--- src/rtl/result_uart_tx.sv ---
// Result frame UART transmitter: sends result_data, then {7'b0, overflow}, as two
// back-to-back 8N1 bytes. tx/busy/done are registered.
`timescale 1ns/1ps
module result_uart_tx #(
  parameter int unsigned CLKS_PER_BIT = 434
) (
  input  logic       clk,
  input  logic       rst,
  input  logic       start,
  input  logic [7:0] result_data,
  input  logic       overflow,
  output logic       tx,
  output logic       busy,
  output logic       done
);

  localparam int unsigned CW = $clog2(CLKS_PER_BIT);
  localparam logic [CW-1:0] LAST_CNT = CW'(CLKS_PER_BIT - 1);

  typedef enum logic [1:0] {IDLE, START_BIT, DATA_BITS, STOP_BIT} state_t;

  state_t        state, state_n;
  logic [CW-1:0] cnt, cnt_n;
  logic [2:0]    bit_idx, bit_idx_n;
  logic          byte_idx, byte_idx_n;
  logic [7:0]    data_q, data_n;
  logic          ovf_q, ovf_n;
  logic [7:0]    shift_q, shift_n;
  logic          tx_n, busy_n, done_n;
  logic          bit_end;
  logic [7:0]    cur_byte;

  assign bit_end  = (cnt == LAST_CNT);
  assign cur_byte = byte_idx ? {7'b0, ovf_q} : data_q;

  always_ff @(posedge clk) begin
    if (rst) begin
      state    <= IDLE;
      cnt      <= '0;
      bit_idx  <= '0;
      byte_idx <= 1'b0;
      data_q   <= '0;
      ovf_q    <= 1'b0;
      shift_q  <= '0;
      tx       <= 1'b1;
      busy     <= 1'b0;
      done     <= 1'b0;
    end else begin
      state    <= state_n;
      cnt      <= cnt_n;
      bit_idx  <= bit_idx_n;
      byte_idx <= byte_idx_n;
      data_q   <= data_n;
      ovf_q    <= ovf_n;
      shift_q  <= shift_n;
      tx       <= tx_n;
      busy     <= busy_n;
      done     <= done_n;
    end
  end

  // Outputs are computed for the cycle after the edge so they leave straight from flops.
  always_comb begin
    state_n    = state;
    cnt_n      = cnt;
    bit_idx_n  = bit_idx;
    byte_idx_n = byte_idx;
    data_n     = data_q;
    ovf_n      = ovf_q;
    shift_n    = shift_q;
    tx_n       = tx;
    busy_n     = busy;
    done_n     = 1'b0;

    case (state)
      IDLE: begin
        tx_n   = 1'b1;
        busy_n = 1'b0;
        if (start) begin
          data_n     = result_data;
          ovf_n      = overflow;
          byte_idx_n = 1'b0;
          cnt_n      = '0;
          state_n    = START_BIT;
          tx_n       = 1'b0;
          busy_n     = 1'b1;
        end
      end

      START_BIT: begin
        if (bit_end) begin
          cnt_n     = '0;
          bit_idx_n = '0;
          shift_n   = cur_byte;
          tx_n      = cur_byte[0];
          state_n   = DATA_BITS;
        end else begin
          cnt_n = cnt + 1'b1;
        end
      end

      DATA_BITS: begin
        if (bit_end) begin
          cnt_n = '0;
          if (bit_idx == 3'd7) begin
            state_n = STOP_BIT;
            tx_n    = 1'b1;
          end else begin
            bit_idx_n = bit_idx + 3'd1;
            shift_n   = {1'b0, shift_q[7:1]};
            tx_n      = shift_q[1];
          end
        end else begin
          cnt_n = cnt + 1'b1;
        end
      end

      STOP_BIT: begin
        if (bit_end) begin
          cnt_n = '0;
          if (!byte_idx) begin
            byte_idx_n = 1'b1;
            state_n    = START_BIT;
            tx_n       = 1'b0;
          end else begin
            byte_idx_n = 1'b0;
            state_n    = IDLE;
            tx_n       = 1'b1;
            busy_n     = 1'b0;
            done_n     = 1'b1;
          end
        end else begin
          cnt_n = cnt + 1'b1;
        end
      end

      default: state_n = IDLE;
    endcase
  end

endmodule

--- config.mk ---
export PLATFORM = sky130hd
export DESIGN_NAME = result_uart_tx
export DESIGN_NICKNAME = d
export VERILOG_FILES = /design/src/rtl/result_uart_tx.sv
export SDC_FILE = /design/constraint.sdc
export NUM_CORES = 1
export LEC_CHECK = 0
export ABC_AREA = 1
export BUFFER_PORTS_ARGS = -buffer_cell sky130_fd_sc_hd__buf_4
export CORE_MARGIN = 2
export CORE_UTILIZATION = 40
export DETAILED_ROUTE_END_ITERATION = 6
export PLACE_DENSITY_LB_ADDON = 0.08
export SYNTH_ARGS = -nofsm -noshare
export SYNTH_HDL_FRONTEND = slang
export SYNTH_SLANG_ARGS = --single-unit
export TNS_END_PERCENT = 20
--- constraint.sdc ---
create_clock -name clk -period 4.5 [get_ports clk]
set_clock_uncertainty 0.15 [all_clocks]
set_input_delay 0.9 -clock clk [delete_from_list [all_inputs] [get_ports clk]]
set_output_delay 0.9 -clock clk [all_outputs]
set_load 0.01 [all_outputs]
* Word level (Yosys, flattened, before mapping)
Index checks and enable logic that the tools add are counted.
** Storage, ports and cells
- Register bits after elaboration :: 35
- Bits of input ports :: 12
- Logic and storage cells :: 71
** Cells by class
- $add $sub $neg :: 2
- Equal/unequal tests :: 12
- Mux-type cells :: 34
- Bitwise logic cells :: 2
- Reduce and logical (&&, ||, !) cells :: 11
** Operators with widths (number)
- $mux W8 :: 4
- $mux W9 :: 2
- $pmux W9 S2 :: 1
- $pmux W8 S2 :: 1
- $ne A2 B2 Y1 const B :: 7
- $mux W1 :: 13
- $mux W2 :: 5
- $add A9 B1 Y9 const B :: 1
- $eq A9 B9 Y1 const B :: 1
- $mux W3 :: 3
- $reduce_and A3 Y1 :: 3
- $pmux W2 S4 :: 1
- $pmux W3 S2 :: 1
- $reduce_or A3 Y1 :: 2
- $reduce_and A5 Y1 :: 1
- $eq A2 B2 Y1 const B :: 2
- $pmux W1 S2 :: 2
- $pmux W1 S4 :: 1
- $reduce_and A4 Y1 :: 1
- $reduce_bool A2 Y1 :: 2
- $add A3 B1 Y3 const B :: 1
- $eq A3 B3 Y1 const B :: 1
- $eq A2 B1 Y1 const B :: 1
- $logic_not A2 Y1 :: 1
- 2 further kinds :: 3

* Logic depth before layout (Yosys ltp)
Gate-level depths: netlist of run 1.
- Depth in word-level cells :: 4
- Depth in mapped cells :: 10
- Mapped depth without buffers :: 10

* Least setup slack after synthesis of run 1
Ideal clock, no wire load.
- Path type :: flip-flop to flip-flop
- Start :: register state[0]
- End :: register shift_q[7]
- Library setup time :: 116 ps
- Arrival :: 1401 ps
- Data required time :: 4234 ps
- Slack :: 2832 ps
- Cell stages (with the launch flop) :: 8
- Period minus slack after synthesis :: 1668 ps
- Path through :: dfxtp_1 > inv_1 > ha_1 > o21ai_0 > nand3_2 > buf_6 > o21ai_1 > a21oi_1
** Between the ends
- Cells in the longest elaborated chain, start to end :: 3
- Elaborated cells on any way between the ends :: 8
- Classes of those cells :: eq/ne: 5; mux: 1; reduce/logical: 2
** Ends and longest elaborated chain
- start: declaration :: RTL line 22 : state_t state, state_n;
- start signal: assignment :: RTL line 49 : state <= state_n;
- $eq A2 B2 Y1 or $eq A2 B1 Y1 (tied branches) :: RTL line 75 : case (state)
- $ne A2 B2 Y1 (no line) or $reduce_bool A2 Y1 (tied branches)
- $reduce_and A4 Y1 (no line)
- end signal: assignment :: RTL line 55 : shift_q <= shift_n;
- end: declaration :: RTL line 28 : logic [7:0] shift_q, shift_n;
Several ways; a longest one is shown, not always the timed one.
A chain may end at the register's enable or synchronous reset.

* Worst setup path in the final report of run 1
- Start :: register state[0]
- End :: register shift_q[2]
The elaborated chain is that of the path after synthesis.

==> results_dict.tcl, run 1 <==
set metrics [dict create \
    wire_per_inst_um 11.50 \
    overflow 0 \
    synth_common_cells "39 x nand2_1, 34 x dfxtp_1, 31 x inv_1" \
    final_util_pct 48.07 \
    groute.layer.met1.usage_pct 21.63 \
    crit_top_cell "o21ai_0" \
    dieHeight_um 69.44 \
    cts_sinks 34 \
    worst_pin_slew_ns 0.6701 \
    final_layout_size_suffix_gt1_share_pct 14.45 \
    rr_worst_depth 6 \
    synth_edf_count 0 \
    peakVddDrop_mv 0.2496 \
    crit_start "state[0]" \
    yosysMostFrequentCell "nand2_1" \
    viasPerCell 4.843 \
    ys_seq_area_share_pct 39.74 \
    cts.clk_slew.worst_paths_ns 0.08 \
    synth_nets 260 \
    cts_tree "built" \
    drtIter0Drc 75 \
    cts-htree-levels 2 \
    cp_data_required_time_ns 4.53 \
    cts_buffer_depth 2 \
    yosysTopAreaCell "dfxtp_1" \
    vias 1482 \
    period_needed_ns 2.039 \
    reg2reg_from "state[0]" \
    wl_um 3520 \
    ys_warn_count 0 \
    ys_ff_latch 34 \
    synth_top_area_share_pct 39.74 \
    ant_nets 0 \
    status "finished, final reports clean" \
    cts_setup_buffers 0 \
    core_area_mm2 0.004058 \
    post-route-period-util_pct 45.32 \
    grt_pass1_vias 1283 \
    post_cts_resized 0 \
    slowest_delay_ns 0.41 \
    worstSetupPathType "flip-flop to flip-flop" \
    setup_viol_count_final 0 \
    cp.arrival_ns 2.07 \
    antennaDiodeCount 0 \
    grt_max_degree 25 \
    cp_cell_sequence "inv_1 > ha_1 > o21ai_0 > nand3_2 > o21ai_0 > a21oi_1" \
    clock_latency_ns 0.29 \
    hold_class "flip-flop to flip-flop" \
    globalplace.congestion 0.7963 \
    synth.avg_cell_area_um2 7.167 \
    maxCapViolCount 0 \
    row_count 23 \
    met2_usage_pct 21.37 \
    hpwl_um 2540 \
    final_hold_viol_count 0 \
    crit_fanout 14 \
    portBuffers 14 \
    route.detailed.drc 0 \
    cts_hold_buf 0 \
    grt-busiest-layer "met1" \
    ff2ff_setup_slack_ns 2.46 \
    start_kind "flip-flop" \
    initial_utilization_pct 42.21 \
    endpoint_kind "flip-flop" \
    grtUsageMet3_pct 5.233 \
    synth_cell_types 24 \
    dieArea_mm2 0.004822 \
    firstDrtPassIters 4 \
    tns_ns 0 \
    fmax_ghz 0.4904 \
    rsz0062_at_grt "false" \
    boundaryPins 15 \
    synth_area_mm2 0.001713 \
    syn2layout_area_growth_pct 13.88 \
    die_x_um 69.44 \
    ys_top_cells_by_area "dfxtp_1 40%, nand2_1 8.5%, a21oi_1 7.6%" \
    grt_use_total_pct 15.07 \
    p_per_area_mw_per_mm2 487.9 \
    cts_root_buffer "clkbuf_8" \
    cts_buffers 5 \
    postSynthCellCount 239 \
    nets 276 \
    synthFlopType "dfxtp_1" \
    regToRegEndpoint "shift_q[2]" \
    leakagePower_nw 0.7961 \
    async_flop_share_pct 0 \
    relSlewSlack_pct 55.28 \
    drv_slew 0 \
    endpoint "shift_q[2]" \
    total_power_mw 0.9518 \
    slowest_stage "dfxtp_1" \
    worstHoldPathCells 2 \
    grt_pass1_wl_um 5878 \
    antenna_found_initial 0 \
]
[stage by stage]
| stage | cells | setup slack (ns) | hold slack [ns] | cell area, um^2 |
|---|---|---|---|---|
| 2_1_floorplan | 239 | 2.832 | 0.2781 | 1713 |
| 3_3_place_gp | 298 | 2.326 | 0.2952 | 1852 |
| 3_5_place_dp | 298 | 2.317 | 0.2989 | 1852 |
| 4_1_cts | 306 | 2.475 | 0.3115 | 1951 |
| 5_1_grt | 306 | 2.330 | 0.3341 | 1951 |
| 6_report | 306 | 2.461 | 0.3059 | 1951 |
[logic make-up after synthesis]
logic type,after synthesis,synth area share (%)
buffers and inverters,40,9.350
AO/OA/AOI/OAI,60,18.63
AND/OR/NAND/NOR,96,25.71
adder cells (fa/ha/maj),9,6.574
flip-flops,34,39.74
[flip-flops by register name (all words and copies together) (netlist names)]
register,count
state,2
bit_idx,3
data_q,8
ovf_q,1
tx,1
cnt,9
done,1
busy,1
byte_idx,1
shift_q,7
[layout by cell type (no fill, tap or decap)]
cell         n
a21oi_1     26
buf_4       14
clkbuf_8     6
clkinvlp_4   1
dfxtp_1     34
ha_1         9
inv_1       31
inv_2        4
inv_6        1
nand2_1     39
nand2_2      4
nand2_4      1
nand3_1     17
nand3_2      1
nand4_1      3
nor2_1      26
nor2_2       1
nor2_4       3
nor4_1       1
o211ai_1     2
o21a_1       1
o21ai_0     23
o21ai_1      1
o21ai_2      1
o22ai_1      6
[layer usage]
layer | routed length, um | vias to the layer above | share of wire (%)
met2 | 1420 | 25 | 40
met4 | 40 | 0 | 1.1
met5 | 0 | - | 0
met1 | 1927 | 638 | 55
li1 | - | 813 | -
met3 | 132 | 6 | 3.8
[how the worst min path moves through the flow]
stage	from	endpoint	slack (ns)
global placement	shift_q[2]	shift_q[2]	0.30
finish	ovf_q	ovf_q	0.31
detailed placement	shift_q[7]	shift_q[7]	0.30
global route	data_q[6]	data_q[6]	0.33
floorplan	shift_q[6]	shift_q[6]	0.28
CTS	ovf_q	ovf_q	0.31
[final cells by class]
class / count / area (um^2)
flip-flops and latches: 34 / 680.7
clock buffers: 6 / 82.58
well taps: 50 / 62.56
multi-input cells: 165 / 872.1
fillers: 448 / 2107
inverters: 35 / 131.4
repair buffers: 14 / 105.1
clock inverters: 2 / 16.27
[report_power, final]
part           total, mW  internal (mW)  leakage (nW)  switching [mW]
Sequential         0.375          0.344         0.277          0.0311
Combinational      0.332          0.120         0.471           0.213
Clock              0.244          0.126        0.0478           0.118
Total              0.952          0.590         0.796           0.362
[worst max-delay path, delay by kind of cell (launching register included)]
family                   cells  cell delay, ns
adder cells (fa/ha/maj)      1            0.29
AO/OA/AOI/OAI                3            0.66
AND/OR/NAND/NOR              1            0.30
buffers and inverters        1            0.12
flip-flops                   1            0.41
No activity file was read; power rests on OpenSTA's default activity.
==> run 2: changes to the inputs <==
==> constraint.sdc (replaced) <==
create_clock -name clk -period 2.1 [get_ports clk]
set_clock_uncertainty 0.15 [all_clocks]
set_input_delay 0.42 -clock clk [delete_from_list [all_inputs] [get_ports clk]]
set_output_delay 0.42 -clock clk [all_outputs]
set_load 0.01 [all_outputs]
==> results_dict.tcl, run 2 (synthesis gave the netlist of run 1 again) <==
set metrics [dict create \
    total_power_mw 2.026 \
    p_per_area_mw_per_mm2 1036 \
    grt_use_total_pct 16.18 \
    cts_sinks 34 \
    globalplace.congestion 0.8915 \
    antenna_found_initial 0 \
    grt_pass1_vias 1412 \
    overflow 0 \
    relSlewSlack_pct 70.34 \
    portBuffers 14 \
    post-route-period-util_pct 87.20 \
    tns_ns 0 \
    slowest_delay_ns 0.40 \
    worst_pin_slew_ns 0.4438 \
    regArea_um2 680.7 \
    cts.clk_slew.worst_paths_ns 0.07 \
    die_x_um 69.44 \
    final_hold_viol_count 0 \
    hold_class "input port to flip-flop" \
    slowest_stage "dfxtp_1" \
    peakVddDrop_mv 0.7271 \
    core_area_mm2 0.004058 \
    nets 278 \
    initial_utilization_pct 42.21 \
    rsz0062_at_grt "false" \
    largest_reg_flops 9 \
    dieArea_mm2 0.004822 \
    final_layout_size_suffix_gt1_share_pct 14.34 \
    drv_slew 0 \
    crit_top_cell "nor2_1" \
    wire_per_inst_um 11.84 \
    layout_commonest_cell "nand2_1" \
    ant_nets 0 \
    fill_cells 430 \
    cts-htree-levels 2 \
    top_regs "cnt: 9 flops, data_q: 8 flops, shift_q: 7 flops" \
    ff2ff_setup_slack_ns 0.27 \
    vias 1519 \
    antennaDiodeCount 0 \
    maxCapViolCount 0 \
    multi_input_area_um2 877.1 \
    row_count 23 \
    cp_data_required_time_ns 2.13 \
    cts_buffer_depth 2 \
    grt_max_degree 22 \
    clock_latency_ns 0.29 \
    syn2layout_area_growth_pct 14.17 \
    largest_register "cnt" \
    drtIter0Drc 104 \
    worstSetupPathType "flip-flop to flip-flop" \
    cp.arrival_ns 1.86 \
    period_needed_ns 1.831 \
    hpwl_um 2617 \
    route.detailed.drc 0 \
    endpoint_kind "flip-flop" \
    cts_tree "built" \
    cts_setup_buffers 0 \
    dieHeight_um 69.44 \
    start_kind "flip-flop" \
    setup_viol_count_final 0 \
    firstDrtPassIters 4 \
    cts_root_buffer "clkbuf_8" \
    viasPerCell 4.932 \
    status "finished, final reports clean" \
    cp_cell_sequence "inv_1 > ha_1 > o21ai_1 > nand3_1 > nor2_1 > nor2_1" \
    final_cell_mix "39 x nand2_1, 34 x dfxtp_1, 31 x inv_1" \
    cts_buffers 5 \
    grt_pass1_wl_um 6327 \
    boundaryPins 15 \
    wl_um 3648 \
    crit_fanout 7 \
    fmax_ghz 0.5461 \
    leakagePower_nw 0.8016 \
]
## run 2: area by class of cell
| class | count | share of cell area, % |
|---|---|---|
| timing repair buffer | 15 | 5.758 |
| clock inverter | 1 | 0.2559 |
| clock buffer | 7 | 4.415 |
| tap | 50 | 3.199 |
| sequential | 34 | 34.80 |
| inverter | 35 | 6.718 |
| multi-input combinational | 166 | 44.85 |
## run 2: stage by stage
stage          cells  area [um^2]  hold slack (ns)  util [%]  setup slack, ns
6_report         308         1956           0.2428     48.20           0.2688
3_3_place_gp     299         1859           0.2909     45.82           0.2626
5_1_grt          308         1956           0.2590     48.20          0.08783
3_5_place_dp     299         1859           0.2963     45.82           0.1469
2_1_floorplan    239         1713           0.2781         -           0.4322
4_1_cts          307         1951           0.2381     48.07           0.1380
## run 2: final timing paths
check,startpoint,to,cells past startpoint
hold reg to reg,shift_q[5],shift_q[5],2
hold / removal,result_data[0],data_q[0],3
setup reg to reg,state[0],shift_q[1],6
setup / recovery,state[0],shift_q[1],6
## run 2: power by group
group          total, mW  switching, mW  internal [mW]
clock              0.500          0.236          0.264
sequential         0.805         0.0670          0.738
combinational      0.721          0.463          0.258
total               2.03          0.766           1.26
## run 2: critical path, delay by kind of cell, from the launching register on
family                   cells  cell delay (ns)
AO/OA/AOI/OAI                1             0.30
adder cells (fa/ha/maj)      1             0.27
buffers and inverters        1             0.11
flip-flops                   1             0.40
AND/OR/NAND/NOR              3             0.50
## run 2: routing by layer
| layer | GRT usage, % | vias to the layer above | wire [um] |
|---|---|---|---|
| li1 | - | 820 | - |
| met1 | 21.10 | 667 | 1857 |
| met2 | 25.64 | 25 | 1597 |
| met3 | 3.924 | 7 | 134 |
| met4 | 6.536 | 0 | 59 |
| met5 | 0 | - | 0 |
## run 2: repair_timing
action	in CTS	in global routing
resized for setup	0	1
setup endpoints to repair	0	3
hold buffers	0	0
